==> config.mk <==
export PLATFORM = sky130hd
export DESIGN_NAME = begin_line
export DESIGN_NICKNAME = d
export VERILOG_FILES = /design/src/rtl/begin_line_pkg.sv /design/src/rtl/begin_line_mask.sv /design/src/rtl/begin_line.sv
export SDC_FILE = /design/constraint.sdc
export NUM_CORES = 1
export LEC_CHECK = 0
export BUFFER_PORTS_ARGS = -buffer_cell sky130_fd_sc_hd__clkbuf_2
export CORE_AREA = 2 2 388 390
export CTS_BUF_LIST = sky130_fd_sc_hd__clkbuf_16
export DETAILED_ROUTE_END_ITERATION = 7
export DIE_AREA = 0 0 390 392
export PLACE_DENSITY = 0.45
export SKIP_CTS_REPAIR_TIMING = 1
export SLEW_MARGIN = 20
export SYNTH_ARGS = -nofsm -noshare
export SYNTH_HDL_FRONTEND = slang
export SYNTH_SLANG_ARGS = --single-unit
==> constraint.sdc <==
create_clock -name clk -period 11.7 [get_ports clk]
set_input_delay 1.17 -clock clk [delete_from_list [all_inputs] [get_ports clk]]
set_output_delay 1.17 -clock clk [all_outputs]
set_load 0.05 [all_outputs]
==> src/rtl/begin_line_pkg.sv <==
// Shared types and constants for the start-screen controller (begin_line).
package begin_line_pkg;

  typedef logic [2:0] level_t;

  typedef enum logic {
    ST_IDLE,
    ST_PASS
  } bl_state_t;

  localparam logic [7:0] KEY_ENTER = 8'h0D;
  localparam logic [7:0] KEY_1     = 8'h31;
  localparam logic [7:0] KEY_2     = 8'h32;
  localparam logic [7:0] KEY_3     = 8'h33;
  localparam logic [7:0] KEY_4     = 8'h34;
  localparam logic [7:0] KEY_5     = 8'h35;
  localparam logic [7:0] KEY_W     = 8'h77;
  localparam logic [7:0] KEY_W_UC  = 8'h57;
  localparam logic [7:0] KEY_S     = 8'h73;
  localparam logic [7:0] KEY_S_UC  = 8'h53;

  localparam int DEF_MARK_X0     = 200;
  localparam int DEF_MARK_W      = 16;
  localparam int DEF_MARK_Y0     = 192;
  localparam int DEF_MARK_PITCH  = 32;
  localparam int DEF_MARK_H      = 16;
  localparam int DEF_NUM_LEVELS  = 5;

endpackage

==> src/rtl/begin_line_mask.sv <==
// Row mask that toggles the old marker band off and the new one on in one XOR.
module begin_line_mask
  import begin_line_pkg::*;
#(
  parameter int MARK_Y0    = DEF_MARK_Y0,
  parameter int MARK_PITCH = DEF_MARK_PITCH,
  parameter int MARK_H     = DEF_MARK_H
) (
  input  level_t       shown,
  input  level_t       target,
  output logic [0:479] mask
);

  // Level 0 means "nothing drawn", so its band is empty.
  function automatic logic in_band(input level_t l, input int r);
    int lo;
    if (l == 3'd0) return 1'b0;
    lo = MARK_Y0 + (int'(l) - 1) * MARK_PITCH;
    return (r >= lo) && (r < lo + MARK_H);
  endfunction

  always_comb begin
    mask = '0;
    for (int r = 0; r < 480; r++)
      mask[r] = in_band(shown, r) ^ in_band(target, r);
  end

endmodule

==> src/rtl/begin_line.sv <==
// Start-screen level selector: draws the selection marker by RMW of column words.
// Optional BEGIN_LINE_KEYNAV_EN adds w/s step navigation.
module begin_line
  import begin_line_pkg::*;
#(
  parameter int MARK_X0    = DEF_MARK_X0,
  parameter int MARK_W     = DEF_MARK_W,
  parameter int MARK_Y0    = DEF_MARK_Y0,
  parameter int MARK_PITCH = DEF_MARK_PITCH,
  parameter int MARK_H     = DEF_MARK_H,
  parameter int NUM_LEVELS = DEF_NUM_LEVELS
) (
  input  logic         clk,
  input  logic         clk_rst,
  input  logic [9:0]   h_addr,
  input  logic [0:479] DisLine,
  input  logic [7:0]   Ascii,
  input  logic         clra,
  output logic [0:479] FallLine,
  output logic [9:0]   w_addr,
  output logic         ready,
  output logic         start,
  output logic [2:0]   level,
  output logic         led0
);

  localparam logic [9:0] X_LO    = 10'(MARK_X0);
  localparam logic [9:0] X_HI    = 10'(MARK_X0 + MARK_W);
  localparam level_t     MAX_LVL = level_t'(NUM_LEVELS);

  bl_state_t    state;
  level_t       shown, target, lvl_nxt;
  logic         busy;
  logic [9:0]   h_q, last_col;
  logic [0:479] mask;

  begin_line_mask #(
    .MARK_Y0   (MARK_Y0),
    .MARK_PITCH(MARK_PITCH),
    .MARK_H    (MARK_H)
  ) u_mask (
    .shown (shown),
    .target(target),
    .mask  (mask)
  );

  // Digit codes 0x31..0x35 carry the level in their low three bits.
  always_comb begin
    lvl_nxt = level;
    if (Ascii >= KEY_1 && Ascii <= KEY_5 && Ascii[2:0] <= MAX_LVL)
      lvl_nxt = Ascii[2:0];
`ifdef BEGIN_LINE_KEYNAV_EN
    else if ((Ascii == KEY_W || Ascii == KEY_W_UC) && level > 3'd1)
      lvl_nxt = level - 3'd1;
    else if ((Ascii == KEY_S || Ascii == KEY_S_UC) && level < MAX_LVL)
      lvl_nxt = level + 3'd1;
`endif
  end

  assign led0 = start;

  always_ff @(posedge clk or negedge clk_rst) begin
    if (!clk_rst) begin
      state    <= ST_IDLE;
      start    <= 1'b0;
      level    <= 3'd1;
      ready    <= 1'b0;
      w_addr   <= '0;
      FallLine <= '0;
      shown    <= 3'd0;
      target   <= 3'd0;
      busy     <= 1'b0;
      h_q      <= '0;
      last_col <= '1;
    end else begin
      ready <= 1'b0;
      h_q   <= h_addr;
      if (clra && !start) begin
        level <= lvl_nxt;
        if (Ascii == KEY_ENTER && !busy && shown == level)
          start <= 1'b1;
      end
      case (state)
        ST_IDLE: begin
          if (!start && shown != level && h_addr < X_LO) begin
            target <= level;
            busy   <= 1'b1;
            state  <= ST_PASS;
          end
        end
        ST_PASS: begin
          // DisLine is the word for h_q (one-cycle RAM latency).
          if (h_q >= X_LO && h_q < X_HI && h_q != last_col) begin
            ready    <= 1'b1;
            w_addr   <= h_q;
            FallLine <= DisLine ^ mask;
            last_col <= h_q;
          end
          if (h_q >= X_HI) begin
            shown    <= target;
            busy     <= 1'b0;
            last_col <= '1;
            state    <= ST_IDLE;
          end
        end
        default: state <= ST_IDLE;
      endcase
    end
  end

endmodule

==> metrics.cfg, run 1 <==
[synth]
synth-main-ff-cell = dfrtp_1
synth_nets = 2940
synth_top_family_by_area = simple AND/OR/NAND/NOR gates
synth_cell_types = 66
yosys_warnings = 0
synthXorXnorAreaFrac_pct = 11.7
synth_compound_area_share_pct = 7.40
netlist_area_mm2 = 0.0229
synth.mux.area_fraction_pct = 0.147
synth_seq_cells = 523
syn_inst = 2417
syn_avg_cell_area_um2 = 9.48
synth_fa_ha_area_share_pct = 1.20
yosysSeqAreaShare_pct = 57.2
async_flop_share_pct = 100
synth_edf_count = 0
synth-simple-area-share_pct = 19.5

[sta]
finalCritPeriodShare_pct = 40.9
slew_violations = 0
final_hold_viol_count = 0
tns_ns = 0
finalClockSkew_ns = 0.0271
final.min_clock_period_ns = 4.79
tightest_slew_ns = 1.06
hold_ws_ns = 0.462
timing.fmax_mhz = 209
rsz0062_at_grt = false
slew-limit-headroom_pct = 29.2
setup-violations-final = 0

[clock_network]
htreeDepth = 3
cts_made_buffers = 69
cts.sinks = 523
clk_pin_slew_worst_paths_ns = 0.06
cts_root_buf = clkbuf_16
clk_path_buf_depth = 3
cts_tree = yes
clk_latency_ns = 0.65

[flow_run]
max-cap-violations = 0

[global_routing]
grt_pass1_vias = 20200
grt_pass1_wl_um = 149000
grt_start_max_net_pins = 197
overflow = 0
antenna_found_initial = 25
track_usage_pct = 13.5

[critical_path]
worstPathRequired_ns = 12.18
worst-setup-path-type = register to register
cp.arrival_ns = 5.27
critPathCaptureType = register
cp_max_fo = 15
cp-start-kind = register

[cells_and_area]
drive_above_1_share_pct = 34.2
final_area_mm2 = 0.0325
regArea_mm2 = 0.0131
nNetsFinal = 3895
layout.cells.non_filler = 5372
layout.cells.most_common_list = 1043 x nand2_1, 995 x clkbuf_2, 512 x dfrtp_1, 158 x xnor2_1, 141 x o21ai_0
multiInputGateArea_mm2 = 0.00932
syn_to_final_growth_pct = 41.6
fillers = 16600
final_common_cell = nand2_1

[pwr]
power_mw = 8.78
max-vdd-ir-drop_mv = 0.142
powerDensity_mw_per_mm2 = 271
p_leak_nw = 15.7

[floorplan]
die_area_mm2 = 0.153
core_mm2 = 0.149
die_w_um = 390
ios = 997
rows = 142
dieHeight_um = 392
initial_utilization_pct = 15.4

[placement]
placed_area_mm2 = 0.0302
place_inst = 5243
dp_hpwl_um = 81800
place.gp.congestion = 0.847
portBuffers = 996

[detailed_routing]
num_vias = 20100
drtIter0Drc = 1013
ant_nets = 0
drcViolationCount = 0
routedWlPerCell_um = 20.0
via_per_inst = 3.73
drt_first_pass_iters = 5
drt_wl_total_um = 107000

[status]
outcome = completed

[hold_path]
hold_class = register to register

final timing paths:
path / slack [ns] / endpoint / startpoint / cells after the start
setup / recovery: 6.91 / FallLine[263] / target[0] / 12
hold / removal: 0.46 / FallLine[251] / FallLine[251] / 2
setup reg to reg: 6.91 / FallLine[263] / target[0] / 12
hold reg to reg: 0.46 / FallLine[251] / FallLine[251] / 2
max in group asynchronous: 9.23 / FallLine[149] / clk_rst / 3
min in group asynchronous: 0.50 / FallLine[230] / clk_rst / 1
report_power, final:
group | internal [mW] | leakage [nW] | switching [mW]
sequential | 2.24 | 5.08 | 0.265
clock | 1.25 | 1.12 | 0.894
combinational | 1.08 | 9.48 | 3.05
total | 4.57 | 15.7 | 4.21
critical path, stage by stage (launching register included):
cell and delay [ns]:
dfrtp_1 0.62, inv_1 0.14, ha_1 0.25, ha_1 0.39, nand2_1 0.20, nand2_1 0.08, ha_1 0.26, nand4bb_1 0.52
or3_1 0.57, nor3_1 0.49, xor2_4 0.82, xor2_1 0.19, o21ai_0 0.08
state kept, by name (all words and copies together) (netlist names):
| signal | flops |
|---|---|
| state | 1 |
| led0 | 1 |
| shown | 3 |
| level | 3 |
| FallLine | 480 |
| h_q | 10 |
| ready | 1 |
| last_col | 10 |
| target | 3 |
| busy | 1 |
| w_addr | 10 |
cell type report:
| class | instances | share of cell area (%) |
|---|---|---|
| sequential | 523 | 40.4 |
| multi-input combinational | 1731 | 28.7 |
| timing repair buffer | 1026 | 16.3 |
| tap | 1944 | 7.50 |
| clock buffer | 69 | 5.32 |
| clock inverter | 52 | 1.51 |
| inverter | 21 | 0.243 |
| antenna | 6 | 0.0463 |
synthesized netlist by cell type (all sizes together), types with 5 or more instances:
library cell	instances	area, um^2
a211oi	5	42.5
buf	24	154
nor2	17	63.8
clkbuf	118	443
xnor3	17	383
a21oi	15	75.1
xor2	89	821
or3	6	42.5
xnor2	165	1480
nor3	20	105
nand3	7	35.0
ha	22	275
inv	21	78.8
nand4	7	43.8
dfstp	11	289
nand2	1043	3920
dfrtp	512	12800
o21ai	244	1230
nor4	6	37.5
metrics by stage:
| stage | setup slack (ns) | util, % |
|---|---|---|
| 3_3_place_gp | 6.98 | 20.3 |
| 5_1_grt | 6.41 | 21.8 |
| 4_1_cts | 6.84 | 21.8 |
| 6_report | 6.91 | 21.8 |
| 3_5_place_dp | 6.87 | 20.3 |
| 2_1_floorplan | 7.69 | - |
cell families (layout without fill, tap and decap cells):
logic type	count (synthesis)	in the layout
buffers and inverters	163	1168
multiplexers	3	3
XOR/XNOR	271	271
adder cells (fa/ha/maj)	22	22
flip-flops	523	523
AO/OA/AOI/OAI	300	300
AND/OR/NAND/NOR	1135	1135
other	0	6
metal layers:
| metal | share of wire [%] | GRT usage, % | up-vias |
|---|---|---|---|
| met5 | 0.15 | 0 | - |
| met4 | 1.8 | 3.26 | 26 |
| met3 | 8.3 | 4.84 | 140 |
| met2 | 49 | 22.6 | 691 |
| met1 | 41 | 16.4 | 9608 |
| li1 | - | - | 9595 |
(Power assumes the default switching activity.)
==> run 2, diff against run 1 <==
clock period = 4.93 ns   (was 11.7 ns; I/O delays follow)
==> run 2 against run 1 <==
Net effect:
- flip-flop and latch count stayed put
- final area is 1.2% higher
- clock-buffer cell count is 1 higher
- largest power group unchanged
- power is 140% higher
- worst setup slack worse by 6.3 ns
- sequential share of layout area is 0.49 points lower
- global-route usage is 0.093 points lower
- critical path type unchanged
- critical endpoint is now FallLine[42]
- highest routed layer unchanged
- die area stayed put
==> metrics.cfg, run 2 (synthesis gave the netlist of run 1 again) <==
[detailed_routing]
drtIter0Drc = 958
drcViolationCount = 0
num_vias = 20100
drt_wl_total_um = 106000
drt_first_pass_iters = 5
routedWlPerCell_um = 19.6
via_per_inst = 3.72
ant_nets = 0

[clock_network]
clk_latency_ns = 0.65
cts_made_buffers = 69
cts_tree = yes
cts_root_buf = clkbuf_16
cts.sinks = 523
htreeDepth = 3
clk_pin_slew_worst_paths_ns = 0.06
clk_path_buf_depth = 3

[status]
outcome = completed

[sta]
final_hold_viol_count = 0
rsz0062_at_grt = false
finalCritPeriodShare_pct = 87.9
timing.fmax_mhz = 231
finalClockSkew_ns = 0.0313
final.min_clock_period_ns = 4.33
slew-limit-headroom_pct = 26.6
tightest_slew_ns = 1.10
setup-violations-final = 0
slew_violations = 0
hold_ws_ns = 0.0528
tns_ns = 0

[floorplan]
dieHeight_um = 392
die_w_um = 390
rows = 142
initial_utilization_pct = 15.4
die_area_mm2 = 0.153
core_mm2 = 0.149
ios = 997

[critical_path]
cp-start-kind = register
critPathCaptureType = register
cp_max_fo = 14
worstPathRequired_ns = 5.41
r2r_end = FallLine[42]
crit_top_cell = ha_1
r2r_slack_ns = 0.60
slowest_stage = xnor2_4
timing.rr.start = target[1]
path_cells = inv_1 -> ha_1 -> ha_1 -> nand2_1 -> nand2_1 -> ha_1 -> nand4bb_1 -> nor3_1 -> ha_1 -> nand4b_1 -> xnor2_4 -> buf_4 -> xor2_1 -> o21ai_0
startpoint = target[1]
cp.arrival_ns = 4.81
worst-setup-path-type = register to register
reg2reg_depth = 14
cpPeakStageDelay_ns = 0.91

[hold_path]
hold_class = input port to register
worstHoldEndpoint = FallLine[148]
hp-start = DisLine[148]
whs_path_depth = 3

[global_routing]
antenna_found_initial = 19
grt_pass1_vias = 20100
met2_usage_pct = 22.8
overflow = 0
grt_use_met1_pct = 16.2
grt_start_max_net_pins = 137
track_usage_pct = 13.4
grt_pass1_wl_um = 149000
grt_busiest_layer = met2
grt_use_met3_pct = 4.51

[cells_and_area]
final_area_mm2 = 0.0328
syn_to_final_growth_pct = 43.3
largest_register = FallLine
layout.cells.most_common_list = 1043 x nand2_1, 995 x clkbuf_2, 512 x dfrtp_1, 158 x xnor2_1, 141 x o21ai_0
final_common_cell = nand2_1
final_util_pct = 22.1
nNetsFinal = 3935
largest_reg_flops = 480
drive_above_1_share_pct = 34.6

[placement]
placed_area_mm2 = 0.0305
place.gp.congestion = 0.854
dp_hpwl_um = 83000
portBuffers = 996

[pwr]
p_leak_nw = 15.9
max-vdd-ir-drop_mv = 0.382
powerDensity_mw_per_mm2 = 634
power_mw = 20.8

[flow_run]
max-cap-violations = 0

-- run 2: report_power, final --
part           switching, mW  internal (mW)  leakage [nW]
Sequential             0.596           5.31          5.08
Combinational           7.34           2.70          9.72
Clock                   2.12           2.76          1.09
-- run 2: area by class of cell --
class / count / area (um^2)
fill: 16500 / 116000
sequential: 523 / 13100
multi-input combinational: 1731 / 9330
timing repair buffer: 1066 / 5740
tap: 1944 / 2430
clock buffer: 70 / 1750
clock inverter: 55 / 403
inverter: 21 / 78.8
antenna: 6 / 15.0
-- run 2: worst max-delay path by stage --
| stage | end | slack, ns | cells after the start |
|---|---|---|---|
| CTS | FallLine[42] | 0.57 | 14 |
| global placement | FallLine[42] | 0.61 | 14 |
| finish | FallLine[42] | 0.60 | 14 |
| detailed placement | FallLine[42] | 0.58 | 14 |
| floorplan | FallLine[6] | 0.92 | 16 |
| global route | FallLine[42] | 0.32 | 14 |
-- run 2: metal layers --
layer  vias to the layer above  part of all wire, %
met4                        20                  1.8
met5                         -                 0.11
met3                       120                  7.8
li1                       9675                    -
met1                      9665                   41
met2                       666                   49
-- run 2: through the flow --
stage | instances | worst slack, ns
after CTS | 5398 | 0.570
after floorplan | 2417 | 0.917
final | 5416 | 0.597
after global routing | 5412 | 0.323
after detailed placement | 5273 | 0.578
after global placement | 5273 | 0.605
-- run 2: critical path, delay by kind of cell, from the launching register on --
family / cells / cell delay [ns]
buffers and inverters: 2 / 0.40
AOI/OAI and AO/OA: 1 / 0.09
DFF: 1 / 0.44
adders and majority gates: 4 / 1.30
xor gates and xnor gates: 2 / 1.07
and+or+nand+nor: 5 / 0.81
